`src/rtl/key_loader.sv`:
```
// Key loader: receives an unlock key as a serial stream (MSB first plus one
// even-parity bit), checks parity, and presents the key in parallel.
// Consecutive parity failures are counted; reaching MAX_FAIL locks the block
// until reset.
module key_loader #(
    parameter int KEY_W    = 8,
    parameter int MAX_FAIL = 3
) (
    input  logic                          clk,
    input  logic                          rst,
    input  logic                          load_start,
    input  logic                          clear,
    input  logic                          ser_valid,
    input  logic                          ser_data,
    output logic                          ser_ready,
    output logic [KEY_W-1:0]              key,
    output logic                          key_valid,
    output logic                          busy,
    output logic                          err,
    output logic                          lockout,
    output logic [$clog2(MAX_FAIL+1)-1:0] fail_cnt
);

    localparam int CNT_W  = $clog2(KEY_W + 1);
    localparam int FAIL_W = $clog2(MAX_FAIL + 1);

    typedef enum logic [2:0] {
        IDLE,
        SHIFT,
        CHECK,
        ARMED,
        LOCKOUT
    } state_t;

    state_t             state, state_d;
    logic [KEY_W-1:0]   shift_reg, shift_d;
    logic [KEY_W-1:0]   key_d;
    logic [CNT_W-1:0]   bit_cnt, cnt_d;
    logic               parity_q, parity_d;
    logic               key_valid_d, busy_d, err_d, lockout_d;
    logic [FAIL_W-1:0]  fail_d, fail_inc;
    logic               parity_ok;

    // Even parity: key bits XOR parity bit must be zero for a good load.
    assign parity_ok = ~(^shift_reg ^ parity_q);
    // Failure count saturates at MAX_FAIL.
    assign fail_inc  = (fail_cnt == FAIL_W'(MAX_FAIL)) ? fail_cnt : fail_cnt + FAIL_W'(1);
    // The only unregistered output: bits are accepted only while shifting.
    assign ser_ready = (state == SHIFT);

    // Next-state and next-register values; every register holds by default.
    always_comb begin
        state_d     = state;
        shift_d     = shift_reg;
        cnt_d       = bit_cnt;
        parity_d    = parity_q;
        key_d       = key;
        key_valid_d = key_valid;
        busy_d      = busy;
        err_d       = err;
        lockout_d   = lockout;
        fail_d      = fail_cnt;
        case (state)
            IDLE: begin
                if (load_start && !clear) begin
                    state_d = SHIFT;
                    cnt_d   = '0;
                    shift_d = '0;
                    err_d   = 1'b0;
                    busy_d  = 1'b1;
                end
            end
            SHIFT: begin
                if (clear) begin
                    state_d = IDLE;
                    busy_d  = 1'b0;
                    cnt_d   = '0;
                    shift_d = '0;
                end else if (ser_valid) begin
                    if (bit_cnt == CNT_W'(KEY_W)) begin
                        parity_d = ser_data;
                        state_d  = CHECK;
                    end else begin
                        shift_d = {shift_reg[KEY_W-2:0], ser_data};
                        cnt_d   = bit_cnt + CNT_W'(1);
                    end
                end
            end
            CHECK: begin
                busy_d = 1'b0;
                if (clear) begin
                    state_d = IDLE;
                    cnt_d   = '0;
                    shift_d = '0;
                end else if (parity_ok) begin
                    key_d       = shift_reg;
                    key_valid_d = 1'b1;
                    fail_d      = '0;
                    state_d     = ARMED;
                end else begin
                    err_d  = 1'b1;
                    fail_d = fail_inc;
                    if (fail_inc == FAIL_W'(MAX_FAIL)) begin
                        lockout_d = 1'b1;
                        state_d   = LOCKOUT;
                    end else begin
                        state_d = IDLE;
                    end
                end
            end
            ARMED: begin
                if (clear) begin
                    key_d       = '0;
                    key_valid_d = 1'b0;
                    state_d     = IDLE;
                end else if (load_start) begin
                    key_d       = '0;
                    key_valid_d = 1'b0;
                    state_d     = SHIFT;
                    cnt_d       = '0;
                    shift_d     = '0;
                    err_d       = 1'b0;
                    busy_d      = 1'b1;
                end
            end
            LOCKOUT: begin
                key_d       = '0;
                key_valid_d = 1'b0;
                busy_d      = 1'b0;
                lockout_d   = 1'b1;
            end
            default: begin
                state_d = IDLE;
            end
        endcase
    end

    // State and output registers, cleared asynchronously by active-low rst.
    always_ff @(posedge clk or negedge rst) begin
        if (!rst) begin
            state     <= IDLE;
            shift_reg <= '0;
            bit_cnt   <= '0;
            parity_q  <= 1'b0;
            key       <= '0;
            key_valid <= 1'b0;
            busy      <= 1'b0;
            err       <= 1'b0;
            lockout   <= 1'b0;
            fail_cnt  <= '0;
        end else begin
            state     <= state_d;
            shift_reg <= shift_d;
            bit_cnt   <= cnt_d;
            parity_q  <= parity_d;
            key       <= key_d;
            key_valid <= key_valid_d;
            busy      <= busy_d;
            err       <= err_d;
            lockout   <= lockout_d;
            fail_cnt  <= fail_d;
        end
    end

endmodule

```
`config.mk`:
```
export PLATFORM = sky130hd
export DESIGN_NAME = key_loader
export DESIGN_NICKNAME = d
export VERILOG_FILES = /design/src/rtl/key_loader.sv
export SDC_FILE = /design/constraint.sdc
export NUM_CORES = 1
export LEC_CHECK = 0
export CORE_ASPECT_RATIO = 0.6
export CORE_MARGIN = 2
export CORE_UTILIZATION = 50
export CTS_BUF_LIST = sky130_fd_sc_hd__clkbuf_4 sky130_fd_sc_hd__clkbuf_8
export DETAILED_ROUTE_END_ITERATION = 10
export PLACE_DENSITY = 0.77
export SKIP_LAST_GASP = 1
export SYNTH_ARGS = -nofsm -noshare
export SYNTH_HDL_FRONTEND = slang
export SYNTH_SLANG_ARGS = --single-unit
```
`constraint.sdc`:
```
create_clock -name clk -period 1.65 [get_ports clk]
set_input_delay 0.2475 -clock clk [delete_from_list [all_inputs] [get_ports clk]]
set_output_delay 0.2475 -clock clk [all_outputs]
set_load 0.005 [all_outputs]
```
# Yosys cells after proc, flatten, opt, wreduce, memory -nomap -nowiden

Cells that the tools add are included.

Register bits after elaboration: 30
Bits of input ports: 6
Output and inout bits: 15
Word-level logic and storage cells: 104

Add/sub/neg operators: 2
Equality and inequality tests: 20
Mux-type cells: 51
Bitwise logic cells: 3
Reductions and logical operators: 18

Operators with widths:

| kind                                                                   | number |
|---|---|
| 8-bit two-way mux                                                      | 10 |
| 8-bit case mux with 4 select lines                                     | 1 |
| 4-bit two-way mux                                                      | 7 |
| 3-bit two-way mux                                                      | 9 |
| 8-bit case mux with 3 select lines                                     | 1 |
| 2-bit inequality test (second input constant)                          | 9 |
| 4-bit case mux with 4 select lines                                     | 1 |
| 1-bit two-way mux                                                      | 15 |
| 3-bit case mux with 5 select lines                                     | 1 |
| 4-bit AND reduction                                                    | 3 |
| 5-bit AND reduction                                                    | 2 |
| 3-bit inequality test (second input constant)                          | 3 |
| 4-bit nonzero test                                                     | 2 |
| 8-bit parity                                                           | 1 |
| 7-bit AND reduction                                                    | 1 |
| 3-bit by 2-bit equality test with 1-bit output (second input constant) | 2 |
| 1-bit case mux with 3 select lines                                     | 2 |
| 6-bit AND reduction                                                    | 1 |
| 3-bit nonzero test                                                     | 2 |
| 4-bit by 1-bit adder with 4-bit output (second input constant)         | 1 |
| 2-bit equality test (second input constant)                            | 2 |
| 4-bit equality test (second input constant)                            | 1 |
| 2-bit two-way mux                                                      | 2 |
| 1-bit case mux with 4 select lines                                     | 1 |
| other kinds (13)                                                       | 14 |

# Depth between registers and ports, before layout

Gate-level depths: netlist (run 1).

Word-level depth: 7
Depth in mapped cells: 8
Depth with buffers taken out: 7

# Worst setup path after synthesis (run 1)

No wires, ideal clock.

Path type: register to register
Start: register shift_reg[4]
End: register key[0]
Setup time: 0.068 ns
Arrival time: 1.756 ns
Required time: 1.582 ns
Slack: -0.174 ns
Cell stages (with the launch flop): 6
Buffers on the path: 0
Clock period less this slack: 1.824 ns
Path through: dfrtp_1 -> xor2_1 -> xnor3_1 -> xnor2_1 -> o32ai_2 -> a22o_1

Word-level cells in the longest chain between the ends: 4

RTL lines:

| what                            | line | text |
|---|---|---|
| start: declaration              | 36   | `logic [KEY_W-1:0] shift_reg, shift_d;` |
| start signal: assignment        | 153  | `shift_reg <= shift_d;` |
| 8-bit parity                    | 45   | `assign parity_ok = ~(^shift_reg ^ parity_q);` |
| 1-bit bitwise XOR               | 45   |  |
| 2-bit inequality test (no line) | n/a  |  |
| 4-bit AND reduction (no line)   | n/a  |  |
| end signal: assignment          | 156  | `key <= key_d;` |
| end: declaration                | 16   | `output logic [KEY_W-1:0] key,` |

No other way between the ends.
A chain may end at the register's enable or synchronous reset.

# Final worst setup path (run 1)

Start: register shift_reg[4]
End: register key[4]

Word-level cells in the longest chain between the ends: 4
Elaborated cells on any way between the ends: 7
Those cells by class: 1 x eq/ne; 3 x mux; 1 x bitwise; 2 x reduce/logical

RTL lines:

| what                            | line |
|---|---|
| 8-bit parity                    | 45 |
| 1-bit bitwise XOR               | 45 |
| 2-bit inequality test (no line) | n/a |
| 4-bit AND reduction (no line)   | n/a |

Several ways; a longest one is shown, not always the timed one. The select of a mux whose other input is x is not followed.

==> results.json, run 1 <==
{
  "status": "complete, but fails checks",
  "violations": "negative setup slack",
  "drive_gt1_share_pct": 42.7,
  "skew_ns": 0.00582,
  "clock_path_buffers": 2,
  "hold_buffers": 0,
  "ff2ff_path_depth": 6,
  "crit_slowest_cell": "xnor3_1",
  "grt-ovfl-total": 0,
  "initial_utilization_pct": 52.2,
  "period_minus_slack_ns": 2.03,
  "maxCapViolCount": 0,
  "clock_latency_ns": 0.28,
  "die_h_um": 46.3,
  "path_cells": "xor2_1 > xnor3_1 > xnor2_2 > and2b_2 > buf_12 > a22o_1",
  "power.share.switching_pct": 26.2,
  "critPathRequiredTime_ns": 1.81,
  "cp_num_buf_inv": 1,
  "ir_drop_v": 0.000429,
  "port_buffers": 20,
  "rsz0062_at_grt": "true",
  "power_frac_comb_pct": 18.5,
  "worst_slew_pin_slew_ns": 0.535,
  "coreArea_um2": 2850,
  "dpl_cell_area_um2": 1960,
  "yosysSeqAreaShare_pct": 50.4,
  "pwr-share-clk_pct": 36.9,
  "avgViaCountPerCell": 5.58,
  "clock-sinks": 30,
  "cts_max_level": 2,
  "cts_root_buffer": "clkbuf_8",
  "avgRoutedWirePerCell_um": 17.7,
  "worstSetupPathType": "register to register",
  "postRouteAntennaNets": 0,
  "cts_buffers": 5,
  "worst_slack_ns": -0.383,
  "power.internal_w": 0.00126,
  "syn2layout_area_growth_pct": 59.2,
  "hold_path_class": "input pin to async pin",
  "fin_crit_sh_pct": 123,
  "timing.rr.start": "shift_reg[4]$_DFFE_PN0P_",
  "routed_wl_um": 4480,
  "finalInstanceArea_um2": 2370,
  "ff_latch_area_um2": 751,
  "p_leak_nw": 1.10,
  "crit_arrival_ns": 2.19,
  "timing.rr.end": "key[4]$_DFFE_PN0P_",
  "cts_tree": "yes",
  "drt_iter0_drc": 110,
  "ys_seq_elements": 30,
  "io_pins": 21,
  "die_w_um": 74.5,
  "first_global_vias": 1305,
  "crit_family": "XOR/XNOR gates",
  "p_seq_share_pct": 44.7,
  "antenna_cells": 0,
  "synth_cells": 142,
  "drt-pass1-iter-count": 4,
  "fmax_mhz": 492,
  "slowest_delay_ns": 0.47,
  "remaining_drc_errors": 0,
  "slew_headroom_pct": 64.3,
  "antenna_found_initial": 0,
  "clk_pin_slew_worst_paths_ns": 0.07,
  "grt_max_degree": 31,
  "synth_cell_types": 37,
  "setup_viol_count_final": 28,
  "switching_power_w": 0.000447,
  "gp_congestion": 0.912,
  "fillerInstances": 142,
  "fin_total_pwr_w": 0.00171,
  "crit_fanout": 10,
  "slew_viol_final": 0,
  "finalNetCount": 218,
  "grt_first_pass_wirelength_um": 6320,
  "yosysWarnings": 0,
  "p_per_area_nw_per_um2": 720,
  "fp-row-count": 15,
  "hpwlAfterDp_um": 2330,
  "syn_area_um2": 1490,
  "grt.total_usage_pct": 25.6,
  "start_kind": "register",
  "hold_viol_final": 0,
  "cp-end-kind": "register",
  "syn_area_per_cell_um2": 10.5,
  "dieArea_um2": 3440,
  "r2r_setup_slack_ns": -0.38,
  "synth_nets": 150,
  "hold_slack_ns": 0.355,
  "multi_input_area_um2": 830,
  "vias": 1412
}
==> cell usage in the layout, fill, tap and decap left out, drive strengths merged, types with 3 or more instances in the layout <==
master,netlist,routed
a22o,9,9
nor2b,3,3
a211oi,3,3
nor2,8,8
inv,11,11
xnor2,6,6
a21oi,4,4
dfrtp,30,30
clkdlybuf4s50,0,18
clkbuf,3,7
nand2,4,4
a21o,4,4
nand3,12,12
o21ai,16,16
buf,4,48
==> how the worst max path moves through the flow <==
stage,cells after the start,slack [ns],endpoint,startpoint
after floorplan,6,-0.12,key[2]$_DFFE_PN0P_,shift_reg[6]$_DFFE_PN0P_
after global placement,6,-0.30,bit_cnt[3]$_DFFE_PN0P_,clear
after detailed placement,6,-0.45,bit_cnt[3]$_DFFE_PN0P_,clear
after CTS,6,-0.26,key[3]$_DFFE_PN0P_,shift_reg[4]$_DFFE_PN0P_
after global routing,6,-0.45,key[4]$_DFFE_PN0P_,shift_reg[4]$_DFFE_PN0P_
final,6,-0.38,key[4]$_DFFE_PN0P_,shift_reg[4]$_DFFE_PN0P_
==> routing by layer <==
layer / up-vias / part of all wire, % / GRT usage (%)
li1: 640 / - / -
met1: 700 / 44 / 34.5
met2: 64 / 48 / 40.0
met3: 8 / 6.8 / 8.53
met4: 0 / 1.2 / 6.79
met5: - / 0 / 0
==> final cells by class <==
cell class / instances / area share [%]
multi-input combinational: 94 / 35.0
clock buffer: 7 / 3.80
tap: 42 / 2.22
inverter: 11 / 1.74
sequential: 30 / 31.7
clock inverter: 1 / 0.211
timing repair buffer: 68 / 25.4
==> cell usage after synthesis <==
| cell | number | share of area [%] |
|---|---|---|
| a211o_1 | 2 | 1.2 |
| dfrtp_1 | 30 | 50 |
| a31o_1 | 1 | 0.59 |
| a31oi_1 | 1 | 0.42 |
| nand2_1 | 4 | 1.0 |
| buf_2 | 2 | 0.67 |
| xor2_1 | 1 | 0.59 |
| a21oi_1 | 4 | 1.3 |
| and3b_1 | 1 | 0.59 |
| xnor3_1 | 1 | 1.5 |
| o21bai_1 | 1 | 0.50 |
| inv_1 | 11 | 2.8 |
| buf_6 | 2 | 1.5 |
| nand3b_1 | 1 | 0.50 |
| clkbuf_1 | 3 | 0.76 |
| xnor2_1 | 5 | 2.9 |
| a22oi_1 | 1 | 0.50 |
| and2_1 | 1 | 0.42 |
| nor3_1 | 1 | 0.34 |
| nand2b_1 | 2 | 0.84 |
| o32ai_2 | 1 | 1.1 |
| a22o_1 | 9 | 5.3 |
| and2b_1 | 2 | 1.0 |
| nor2_1 | 8 | 2.0 |
| nor2b_1 | 3 | 1.3 |
| nor4_1 | 1 | 0.42 |
| a2111oi_0 | 1 | 0.59 |
| nand4b_1 | 1 | 0.59 |
| mux2i_1 | 1 | 0.67 |
| xnor2_4 | 1 | 1.8 |
| o21ai_0 | 16 | 5.4 |
| nand3_1 | 12 | 4.0 |
| a211oi_1 | 3 | 1.5 |
| or3_1 | 1 | 0.42 |
| ha_1 | 2 | 1.7 |
| a21o_1 | 4 | 2.0 |
| mux2_2 | 1 | 0.76 |
==> stage by stage <==
stage | setup WS, ns | utilization [%] | TNS, ns | instances
2_1_floorplan | -0.115 | - | -1.12 | 142
3_3_place_gp | -0.301 | 68.7 | -5.77 | 226
3_5_place_dp | -0.454 | 68.7 | -6.70 | 226
4_1_cts | -0.260 | 78.3 | -3.31 | 247
5_1_grt | -0.449 | 83.1 | -8.10 | 253
6_report | -0.383 | 83.1 | -5.89 | 253
==> logic make-up after synthesis <==
kind of cell	after synthesis	share of synthesized area, %
compound gates	44	20.4
simple gates	38	13.4
flops	30	50.4
buf+inv	18	5.71
xor+xnor	8	6.89
mux	2	1.43
fa+ha+maj	2	1.68
==> power by group through the flow <==
stage	clock, W	combinational, W	sequential (W)
after floorplan	0	0.0000986	0.000776
after global placement	0	0.000193	0.000774
after detailed placement	0	0.000199	0.000775
after CTS	0.000621	0.000261	0.000761
after global routing	0.000672	0.000338	0.000764
final	0.000629	0.000315	0.000763
==> what timing repair did <==
action / in CTS / in global routing
setup endpoints to repair: 29 / 29
cloned: 2 / 0
pin swaps: 9 / 19
gates resized for setup: 33 / 24
hold endpoints to repair: 0 / 0
setup buffers: 11 / 6
No activity file was read; power rests on OpenSTA's default activity.
==> run 2: changes to the inputs <==
--- a/config.mk
+++ b/config.mk
@@ -10,6 +10,7 @@
 export CORE_UTILIZATION = 50
 export CTS_BUF_LIST = sky130_fd_sc_hd__clkbuf_4 sky130_fd_sc_hd__clkbuf_8
 export DETAILED_ROUTE_END_ITERATION = 10
+export GPL_ROUTABILITY_DRIVEN = 0
 export PLACE_DENSITY = 0.77
 export SKIP_LAST_GASP = 1
 export SYNTH_ARGS = -nofsm -noshare
==> results of run 2 <==
Final layout, timing and power as in run 1 (identical DEF).
